## config.mk

```make
export PLATFORM = sky130hd
export DESIGN_NAME = lab7_imem_loader
export DESIGN_NICKNAME = d
export VERILOG_FILES = /design/src/rtl/lab7_pkg.sv /design/src/rtl/lab7_encoder.sv /design/src/rtl/lab7_imem_loader.sv
export SDC_FILE = /design/constraint.sdc
export NUM_CORES = 1
export LEC_CHECK = 0
export ABC_AREA = 0
export ABC_CLOCK_PERIOD_IN_PS = 4200
export CAP_MARGIN = 0
export CORE_MARGIN = 2
export CORE_UTILIZATION = 33
export CTS_CLUSTER_DIAMETER = 60
export DETAILED_ROUTE_END_ITERATION = 10
export PLACE_DENSITY = 0.68
export REMOVE_ABC_BUFFERS = 1
export SLEW_MARGIN = 20
export SYNTH_ARGS = -nofsm -noshare
export SYNTH_HDL_FRONTEND = slang
export SYNTH_SLANG_ARGS = --single-unit
export TNS_END_PERCENT = 100
```

## constraint.sdc

```tcl
create_clock -name clk -period 4.2 [get_ports clk]
set_clock_uncertainty 0.15 [all_clocks]
set_input_delay 0.42 -clock clk [delete_from_list [all_inputs] [get_ports clk]]
set_output_delay 0.42 -clock clk [all_outputs]
set_load 0.05 [all_outputs]
```

## src/rtl/lab7_pkg.sv

```systemverilog
// Shared definitions for the instruction-memory loader: field formats, NOP word,
// loader state encoding and the instruction-field payload.
package lab7_pkg;

  localparam int unsigned WORD_W = 32;

  localparam logic [1:0] FMT_R   = 2'b00;
  localparam logic [1:0] FMT_I   = 2'b01;
  localparam logic [1:0] FMT_S   = 2'b10;
  localparam logic [1:0] FMT_BAD = 2'b11;

  localparam logic [WORD_W-1:0] NOP_WORD = 32'h0000_0013;

  typedef enum logic [1:0] {
    IDLE  = 2'd0,
    LOAD  = 2'd1,
    WRITE = 2'd2,
    DONE  = 2'd3
  } state_t;

  // Instruction fields as presented on the loader input handshake
  typedef struct packed {
    logic [1:0]  fmt;
    logic [6:0]  opcode;
    logic [2:0]  funct3;
    logic [6:0]  funct7;
    logic [4:0]  rd;
    logic [4:0]  rs1;
    logic [4:0]  rs2;
    logic [11:0] imm;
  } instr_fields_t;

endpackage

```

## src/rtl/lab7_encoder.sv

```systemverilog
// Combinational RV32 encoder: packs R/I/S fields into a 32-bit word (inverse of
// the field decoder); illegal formats yield a NOP and raise illegal_c.
module lab7_encoder
  import lab7_pkg::*;
(
  input  instr_fields_t       fields,
  output logic [WORD_W-1:0]   word_c,
  output logic                illegal_c
);

  always_comb begin
    word_c    = NOP_WORD;
    illegal_c = 1'b0;
    case (fields.fmt)
      FMT_R: word_c = {fields.funct7, fields.rs2, fields.rs1, fields.funct3,
                       fields.rd, fields.opcode};
      FMT_I: word_c = {fields.imm, fields.rs1, fields.funct3, fields.rd,
                       fields.opcode};
      FMT_S: word_c = {fields.imm[11:5], fields.rs2, fields.rs1, fields.funct3,
                       fields.imm[4:0], fields.opcode};
      default: begin
        word_c    = NOP_WORD;
        illegal_c = 1'b1;
      end
    endcase
  end

endmodule

```

## src/rtl/lab7_imem_loader.sv

```systemverilog
// Instruction-RAM loader: accepts encoded fields one word per two cycles, writes
// them at byte stride 4 and holds the CPU in reset until done.
// Optional LOADER_CHECKSUM_EN adds a running XOR checksum output csum.
module lab7_imem_loader
  import lab7_pkg::*;
#(
  parameter int unsigned ADDR_W = 8,
  parameter int unsigned DEPTH  = 64
) (
  input  logic                    clk,
  input  logic                    reset,
  input  logic                    start,
  input  logic                    finish,
  input  logic                    in_valid,
  output logic                    in_ready,
  input  logic [1:0]              fmt,
  input  logic [6:0]              opcode,
  input  logic [2:0]              funct3,
  input  logic [6:0]              funct7,
  input  logic [4:0]              rd,
  input  logic [4:0]              rs1,
  input  logic [4:0]              rs2,
  input  logic [11:0]             imm,
  output logic                    we,
  output logic [ADDR_W-1:0]       waddr,
  output logic [WORD_W-1:0]       wdata,
  output logic [$clog2(DEPTH):0]  count,
  output logic                    hold_cpu,
  output logic                    load_done,
  output logic                    err
`ifdef LOADER_CHECKSUM_EN
  ,
  output logic [WORD_W-1:0]       csum
`endif
);

  localparam int unsigned CNT_W = $clog2(DEPTH) + 1;
  localparam logic [CNT_W-1:0] FULL = CNT_W'(DEPTH);

  state_t              state;
  logic                fin_q;
  instr_fields_t       fields;
  logic [WORD_W-1:0]   enc_word_c;
  logic                enc_illegal_c;
  logic                accept_c;
  logic                start_ok_c;
  logic [CNT_W-1:0]    count_inc_c;

  assign fields      = {fmt, opcode, funct3, funct7, rd, rs1, rs2, imm};
  assign accept_c    = (state == LOAD) && in_valid && in_ready;
  assign start_ok_c  = ((state == IDLE) || (state == DONE)) && start;
  assign count_inc_c = count + CNT_W'(1);

  lab7_encoder u_encoder (
    .fields    (fields),
    .word_c    (enc_word_c),
    .illegal_c (enc_illegal_c)
  );

  // Load sequencer; every output is registered alongside the state
  always_ff @(posedge clk) begin
    if (reset) begin
      state     <= IDLE;
      fin_q     <= 1'b0;
      we        <= 1'b0;
      waddr     <= '0;
      wdata     <= '0;
      count     <= '0;
      in_ready  <= 1'b0;
      load_done <= 1'b0;
      err       <= 1'b0;
      hold_cpu  <= 1'b1;
    end else begin
      we <= 1'b0;
      case (state)
        IDLE, DONE: begin
          if (start) begin
            state     <= LOAD;
            fin_q     <= 1'b0;
            count     <= '0;
            err       <= 1'b0;
            load_done <= 1'b0;
            hold_cpu  <= 1'b1;
            in_ready  <= 1'b1;
          end
        end
        LOAD: begin
          if (accept_c) begin
            state    <= WRITE;
            wdata    <= enc_word_c;
            waddr    <= ADDR_W'({count, 2'b00});
            err      <= err | enc_illegal_c;
            we       <= 1'b1;
            in_ready <= 1'b0;
            fin_q    <= finish;
          end else if (finish) begin
            state     <= DONE;
            load_done <= 1'b1;
            hold_cpu  <= 1'b0;
            in_ready  <= 1'b0;
          end
        end
        WRITE: begin
          count <= count_inc_c;
          fin_q <= 1'b0;
          // A finish seen at accept or during the write ends the load here
          if (fin_q || finish || (count_inc_c == FULL)) begin
            state     <= DONE;
            load_done <= 1'b1;
            hold_cpu  <= 1'b0;
            in_ready  <= 1'b0;
          end else begin
            state    <= LOAD;
            in_ready <= 1'b1;
          end
        end
      endcase
    end
  end

`ifdef LOADER_CHECKSUM_EN
  // Running XOR of every word written during the current load
  always_ff @(posedge clk) begin
    if (reset || start_ok_c) begin
      csum <= '0;
    end else if (we) begin
      csum <= csum ^ wdata;
    end
  end
`endif

endmodule

```

After elaboration in Yosys (flattened, before gate mapping)
Cells that the tools add are included.

Add/sub/neg operators: 1. Equality and inequality tests: 12. Muxes and demuxes: 27. Bitwise logic cells: 2. Reduce and logical (&&, ||, !) cells: 17.

Operators by type and width (count): 32-bit case mux with 3 select lines (1); 1-bit two-way mux (14); 7-bit case mux with 2 select lines (1); 1-bit case mux with 3 select lines (4); 2-bit != test (second input constant) (5); 2-bit two-way mux (4); 2-bit AND reduction (4); 7-bit by 1-bit adder with 7-bit output (second input constant) (1); 7-bit == test (second input constant) (1); 7-bit two-way mux (1); 2-bit == test (second input constant) (3); 2-bit case mux with 3 select lines (1); 2-bit by 1-bit == test with 1-bit output (second input constant) (2); 2-bit logical NOT (2); 4-bit AND reduction (1); 2-bit nonzero test (2); 2-bit OR reduction (2); 3-bit != test (second input constant) (1); 3-bit AND reduction (1); 3-bit OR reduction (1); 1-bit logical AND (2); 1-bit logical OR (2); 1-bit case mux with 2 select lines (1); 1-bit NOT (1); 1-bit OR (1).

Register bits after elaboration: 53. Input bits: 51. Output and inout bits: 52. Logic and storage cells: 69.

Logic depth before layout (Yosys ltp)
Word-level depth: 6. Depth in mapped cells: 9. Gate-level depth less buffers: 8.

Modules after synthesis
From an unflattened synthesis, not the netlist that was laid out.

Cell total of the unflattened synthesis: 332. Area, all modules: 2585.0 um^2.

Modules (own cells, without submodules): lab7_imem_loader (instances 1, cells an instance 283, area each 2204.6 um^2, sequential area each 1061.0 um^2); lab7_encoder (instances 1, cells an instance 49, area each 380.4 um^2, sequential area each 0.0 um^2).

Worst setup path before layout
Ideal clock, no wire load.

Kind: reg-to-reg. Start: register count[1]. End: register load_done. Setup time: 0.121 ns. Arrival time: 2.175 ns. Data required time: 3.929 ns. Slack: 1.754 ns. Cell stages (with the launch flop): 7. Path buffers: 0. Period minus slack after synthesis: 2.446 ns. Cells stage by stage: dfxtp_1 -> nand2_1 -> or3_4 -> xor2_2 -> nand3_2 -> a311o_2 -> mux2_4.

Cells in the longest elaborated chain, start to end: 5.

Ends and longest elaborated chain: start: declaration (RTL line lab7_imem_loader.sv:27) `output logic [$clog2(DEPTH):0] count,`; start signal: assignment (RTL line lab7_imem_loader.sv:104) `count <= count_inc_c;`; 7-bit by 1-bit adder with 7-bit output (RTL line lab7_imem_loader.sv:52) `assign count_inc_c = count + CNT_W'(1);`; 7-bit == test (RTL line lab7_imem_loader.sv:107) `if (fin_q || finish || (count_inc_c == FULL)) begin`; 1-bit logical OR (RTL line lab7_imem_loader.sv:107); 2-bit != test (no line); 4-bit AND reduction (no line); end signal: assignment (RTL line lab7_imem_loader.sv:82) `load_done <= 1'b0;`; end signal: assignment (RTL line lab7_imem_loader.sv:98) `load_done <= 1'b1;`; end signal: assignment (RTL line lab7_imem_loader.sv:109) `load_done <= 1'b1;`; end: declaration (RTL line lab7_imem_loader.sv:29) `output logic load_done,`.

No other way between the ends. A chain may end at the register's enable or synchronous reset.

Final worst setup path
Start: register state[0]. End: register load_done.

Cells in the longest elaborated chain, start to end: 5. Elaborated cells on any way between the ends: 13. Classes of those cells: 7 x eq/ne; 1 x mux; 5 x reduce/logical.

Ends and longest elaborated chain: start: declaration (RTL line lab7_imem_loader.sv:40) `state_t state;`; start signal: assignment (RTL line lab7_imem_loader.sv:63) `state <= IDLE;`; start signal: assignment (RTL line lab7_imem_loader.sv:78) `state <= LOAD;`; start signal: assignment (RTL line lab7_imem_loader.sv:89) `state <= WRITE;`; 2-bit by 1-bit == test with 1-bit output (RTL line lab7_imem_loader.sv:50, lab7_imem_loader.sv:75); 1-bit logical AND (2 in series) (RTL line lab7_imem_loader.sv:50) `assign accept_c = (state == LOAD) && in_valid && in_ready;`; 2-bit != test (no line); 4-bit AND reduction (no line); end signal: assignment (RTL line lab7_imem_loader.sv:70) `load_done <= 1'b0;`; end signal: assignment (RTL line lab7_imem_loader.sv:82); end signal: assignment (RTL line lab7_imem_loader.sv:98).

Several ways; a longest one is shown, not always the timed one.

==> flow_summary.rst <==
.. list-table::
   :header-rows: 1

   * - Metric
     - Value
   * - Kind of end point of the critical path
     - flip-flop
   * - Worst reg-to-reg path cell count
     - 6
   * - Max-slew violation count
     - 0
   * - CP delay by family, top
     - adder cells
   * - Worst path arrival time
     - 2.39 ns
   * - Cell mode on critical path
     - inv_1
   * - CTS tree
     - built
   * - Cell area after layout
     - between 3000 and 4000 um^2
   * - Unrepaired setup endpoints after global routing
     - false
   * - Total congestion overflow after global routing
     - 0
   * - Gate Count Post-Synth
     - about 320
   * - CTS clk-pin slew, worst paths
     - roughly 0.11 ns
   * - Sink count of the clock tree
     - 53
   * - Area growth from synthesis to final layout
     - 42.9%
   * - Number of global-route vias before repair
     - 2,369
   * - Height of the chip
     - between 90 and 100 um
   * - Buffer cell driving the clock tree root
     - clkbuf_8
   * - End point of the critical path
     - load_done
   * - Global-route wire length before repair
     - roughly 12,000 um
   * - Clock latency of the later-clocked register in the worst-skew pair
     - between 0.3 and 0.4 ns
   * - Number of hold violations in the final report
     - 0
   * - Uppermost layer routed
     - met4
   * - Worst slack at placement
     - around 1.8 ns
   * - Final sum of negative setup slack
     - 0 ns
   * - Transition at the pin with the smallest max-transition slack
     - 0.994 ns
   * - Maximum number of pins on one net before global-route repair
     - 55
   * - Capturing point of the worst reg2reg path
     - load_done
   * - Length of the first detailed-routing pass in iterations
     - 4
   * - Aggregate routed wire length
     - about 7000 um
   * - Yosys warns
     - 0
   * - CP cell instances
     - inv_1 -> ha_1 -> inv_1 -> nor2_1 -> a311o_2 -> mux2_4
   * - Dominant cell type by area after synthesis
     - dfxtp_1
   * - Result of the run
     - completed
   * - Antenna-violating nets left
     - 0
   * - Vias/cell
     - 5.15
   * - Cell depth of the worst hold path
     - 2
   * - Die area
     - between 8000 and 9000 um^2
   * - Detailed-routing wirelength on met1
     - approximately 3200 um
   * - Top post-synthesis cells by area
     - dfxtp_1 (42%), a21oi_1 (6.7%), nor3_1 (6.2%), a221oi_1 (5.9%), nand2_1 (5.7%)
   * - Mean area per synthesized cell
     - about 8 um^2
   * - Data required, critical path
     - 4.26 ns
   * - Fin crit period
     - 2.33 ns
   * - Core Region
     - between 7000 and 8000 um^2
   * - Global placement routability congestion
     - slightly below 0.8
   * - Tightest slew margin relative to the limit
     - between 30% and 40%
   * - Routed met3 length
     - 498 um
   * - Buffer count from post-CTS setup fixing
     - 0
   * - Count of routing violations after the opening detailed-route iteration
     - 76
   * - Slowest-stage cell, CP
     - ha_1
   * - Routed met2 length
     - 3320 um
   * - Area share of the leading cell type in the synthesized netlist
     - approximately 42%
   * - Number of buffers added on ports
     - 100
   * - Largest stage delay on the critical path
     - between 0.5 and 0.6 ns
   * - Flop-to-flop setup slack
     - around 1.9 ns
   * - Fin crit share
     - a little under three fifths
   * - Die Width
     - between 90 and 100 um
   * - Post-detailed-route DRC marker count
     - 0
   * - Logic depth of the worst setup path including buffers
     - 6
   * - Top-level port count
     - roughly 100
   * - Hold-fix buffers, CTS
     - 0
   * - Count of antenna diodes in the layout
     - 0
   * - Power per standard cell area
     - between 400 and 500 nW/um^2
   * - Number of failing setup endpoints in the final timing report
     - 0
   * - Routed wire per std cell
     - 14.2 um
   * - Maximum resistive drop on vdd
     - approximately 0.28 mV
   * - Startpoint of the lowest-slack register-to-register path
     - state[0]
   * - Source of the critical timing path
     - state[0]
   * - Most used flip-flop cell after synthesis
     - dfxtp_1
   * - Number of buffers and inverters on the critical path
     - 2
   * - Class of the tightest hold or removal check
     - reg -> reg
   * - Gr usage total
     - 16.6%
   * - Cell area after synthesis
     - 2520 um^2
   * - CTS H-tree lvls
     - 2
   * - Number of flops mapped to enable cells by yosys
     - 0
   * - Count of unique library cells instantiated by Yosys
     - 41
   * - Number of buffers between clock root and the deepest sink
     - 2
   * - Resized cells post-CTS
     - 0
   * - Highest Clock Rate
     - 0.429 GHz
   * - Worst setup margin
     - roughly 1.9 ns
   * - Peak fanout along the critical path
     - 10
   * - Number of antenna violations at the first check in global routing
     - 0
   * - Synthesis-stage register bit count
     - 53
   * - Reported max-cap violation count
     - 0
   * - Leak Pwr
     - about 0.0012 uW
   * - Startpoint type of the worst setup path
     - flip-flop
   * - Path type of the worst setup path
     - reg -> reg
   * - Post-layout net count
     - 450
   * - Total placed instance area
     - about 3500 um^2
   * - Floorplan row count
     - 31
   * - Placed wire-length estimate
     - 5000 um
   * - Total via count in the routed design
     - ~2.6k
   * - Sequential area share after synthesis
     - between 40% and 50%
   * - PnR Total Power
     - about 1600 uW
   * - Starting utilization of the core area
     - approximately 34%
   * - Synth async-reset ratio
     - 0%
   * - Fraction of final layout cells sized beyond drive strength 1
     - under 10%
   * - Number of CTS-inserted buffers
     - 5
worst reg2reg max path: stages, from the launching register on:
cell,delay (ns)
dfxtp_1,0.39
inv_1,0.06
ha_1,0.51
inv_1,0.21
nor2_1,0.40
a311o_2,0.22
mux2_4,0.29
per-layer routing:
metal	vias up	track usage, %
li1	1269	-
met1	1187	21.9
met2	94	26.7
met3	6	4.07
met4	0	4.80
met5	-	0
placed cells by master (no fill, tap or decap), types with 3 or more instances in the layout:
cell type and n:
a21oi_1 34, a221oi_1 17, clkbuf_8 5, clkdlybuf4s50_1 99, dfxtp_1 53, ha_1 3, inv_1 9, mux2_2 8
mux2i_1 3, nand2_1 38, nand2b_1 3, nand3_1 17, nor2_1 37, nor3_1 31, o21ai_0 4, o22ai_1 3
state kept, by name, summed over array words and instances (netlist names):
name       flops
wdata         32
count          7
waddr          6
state          2
err            1
fin_q          1
hold_cpu       1
in_ready       1
load_done      1
we             1
through the flow:
step / util [%] / instances / hold slack, ns
floorplan: - / 287 / 0.304
global placement: 47.9 / 488 / 0.287
detailed placement: 47.9 / 488 / 0.297
CTS: 49.2 / 496 / 0.313
global route: 49.2 / 496 / 0.340
finish: 49.2 / 496 / 0.311
cells in the mapped netlist, types with 2 or more instances:
library cell   n
nand2b_1       3
nor2_1        38
nand3_2        2
buf_6          3
nand3_1       17
mux2_2         8
a32oi_1        2
o22ai_1        3
nand4_1        2
buf_2          2
o21ai_0        4
buf_4          2
ha_1           3
inv_1          9
a311oi_1       2
a221oi_1      17
mux2i_1        3
nor3_1        31
a21oi_1       34
clkbuf_1      20
nand2_1       38
dfxtp_1       53
kinds of logic (layout without fill, tap and decap cells):
family,after synthesis,after routing,synth area share (%)
xor gates and xnor gates,1,1,0.645
other,1,2,0.149
and+or+nand+nor,135,135,24.1
buffers and inverters,40,121,7.69
AOI/OAI and AO/OA,70,70,18.5
DFF,53,53,42.1
adders and majority gates,3,3,1.49
muxes,12,12,5.36
cell type report:
| type | instances | area [um^2] |
|---|---|---|
| flip-flops and latches | 53 | 1060 |
| well taps | 99 | 124 |
| multi-input cells | 223 | 1270 |
| repair buffers | 102 | 1010 |
| clock inverters | 3 | 25.0 |
| fillers | 701 | 3730 |
| clock buffers | 5 | 68.8 |
| inverters | 11 | 41.3 |
worst min path at each step:
stage,start,endpoint,slack [ns]
final,wdata[16],wdata[16],0.31
after global routing,wdata[3],wdata[3],0.34
after CTS,wdata[17],wdata[17],0.31
after detailed placement,wdata[17],wdata[17],0.30
after global placement,wdata[17],wdata[17],0.29
after floorplan,fin_q,fin_q,0.30
where the power goes:
| part | switching [uW] | total [uW] | internal [uW] |
|---|---|---|---|
| combinational | 435 | 683 | 248 |
| clock | 180 | 302 | 122 |
| sequential | 38.1 | 598 | 560 |
(Power assumes the default switching activity.)
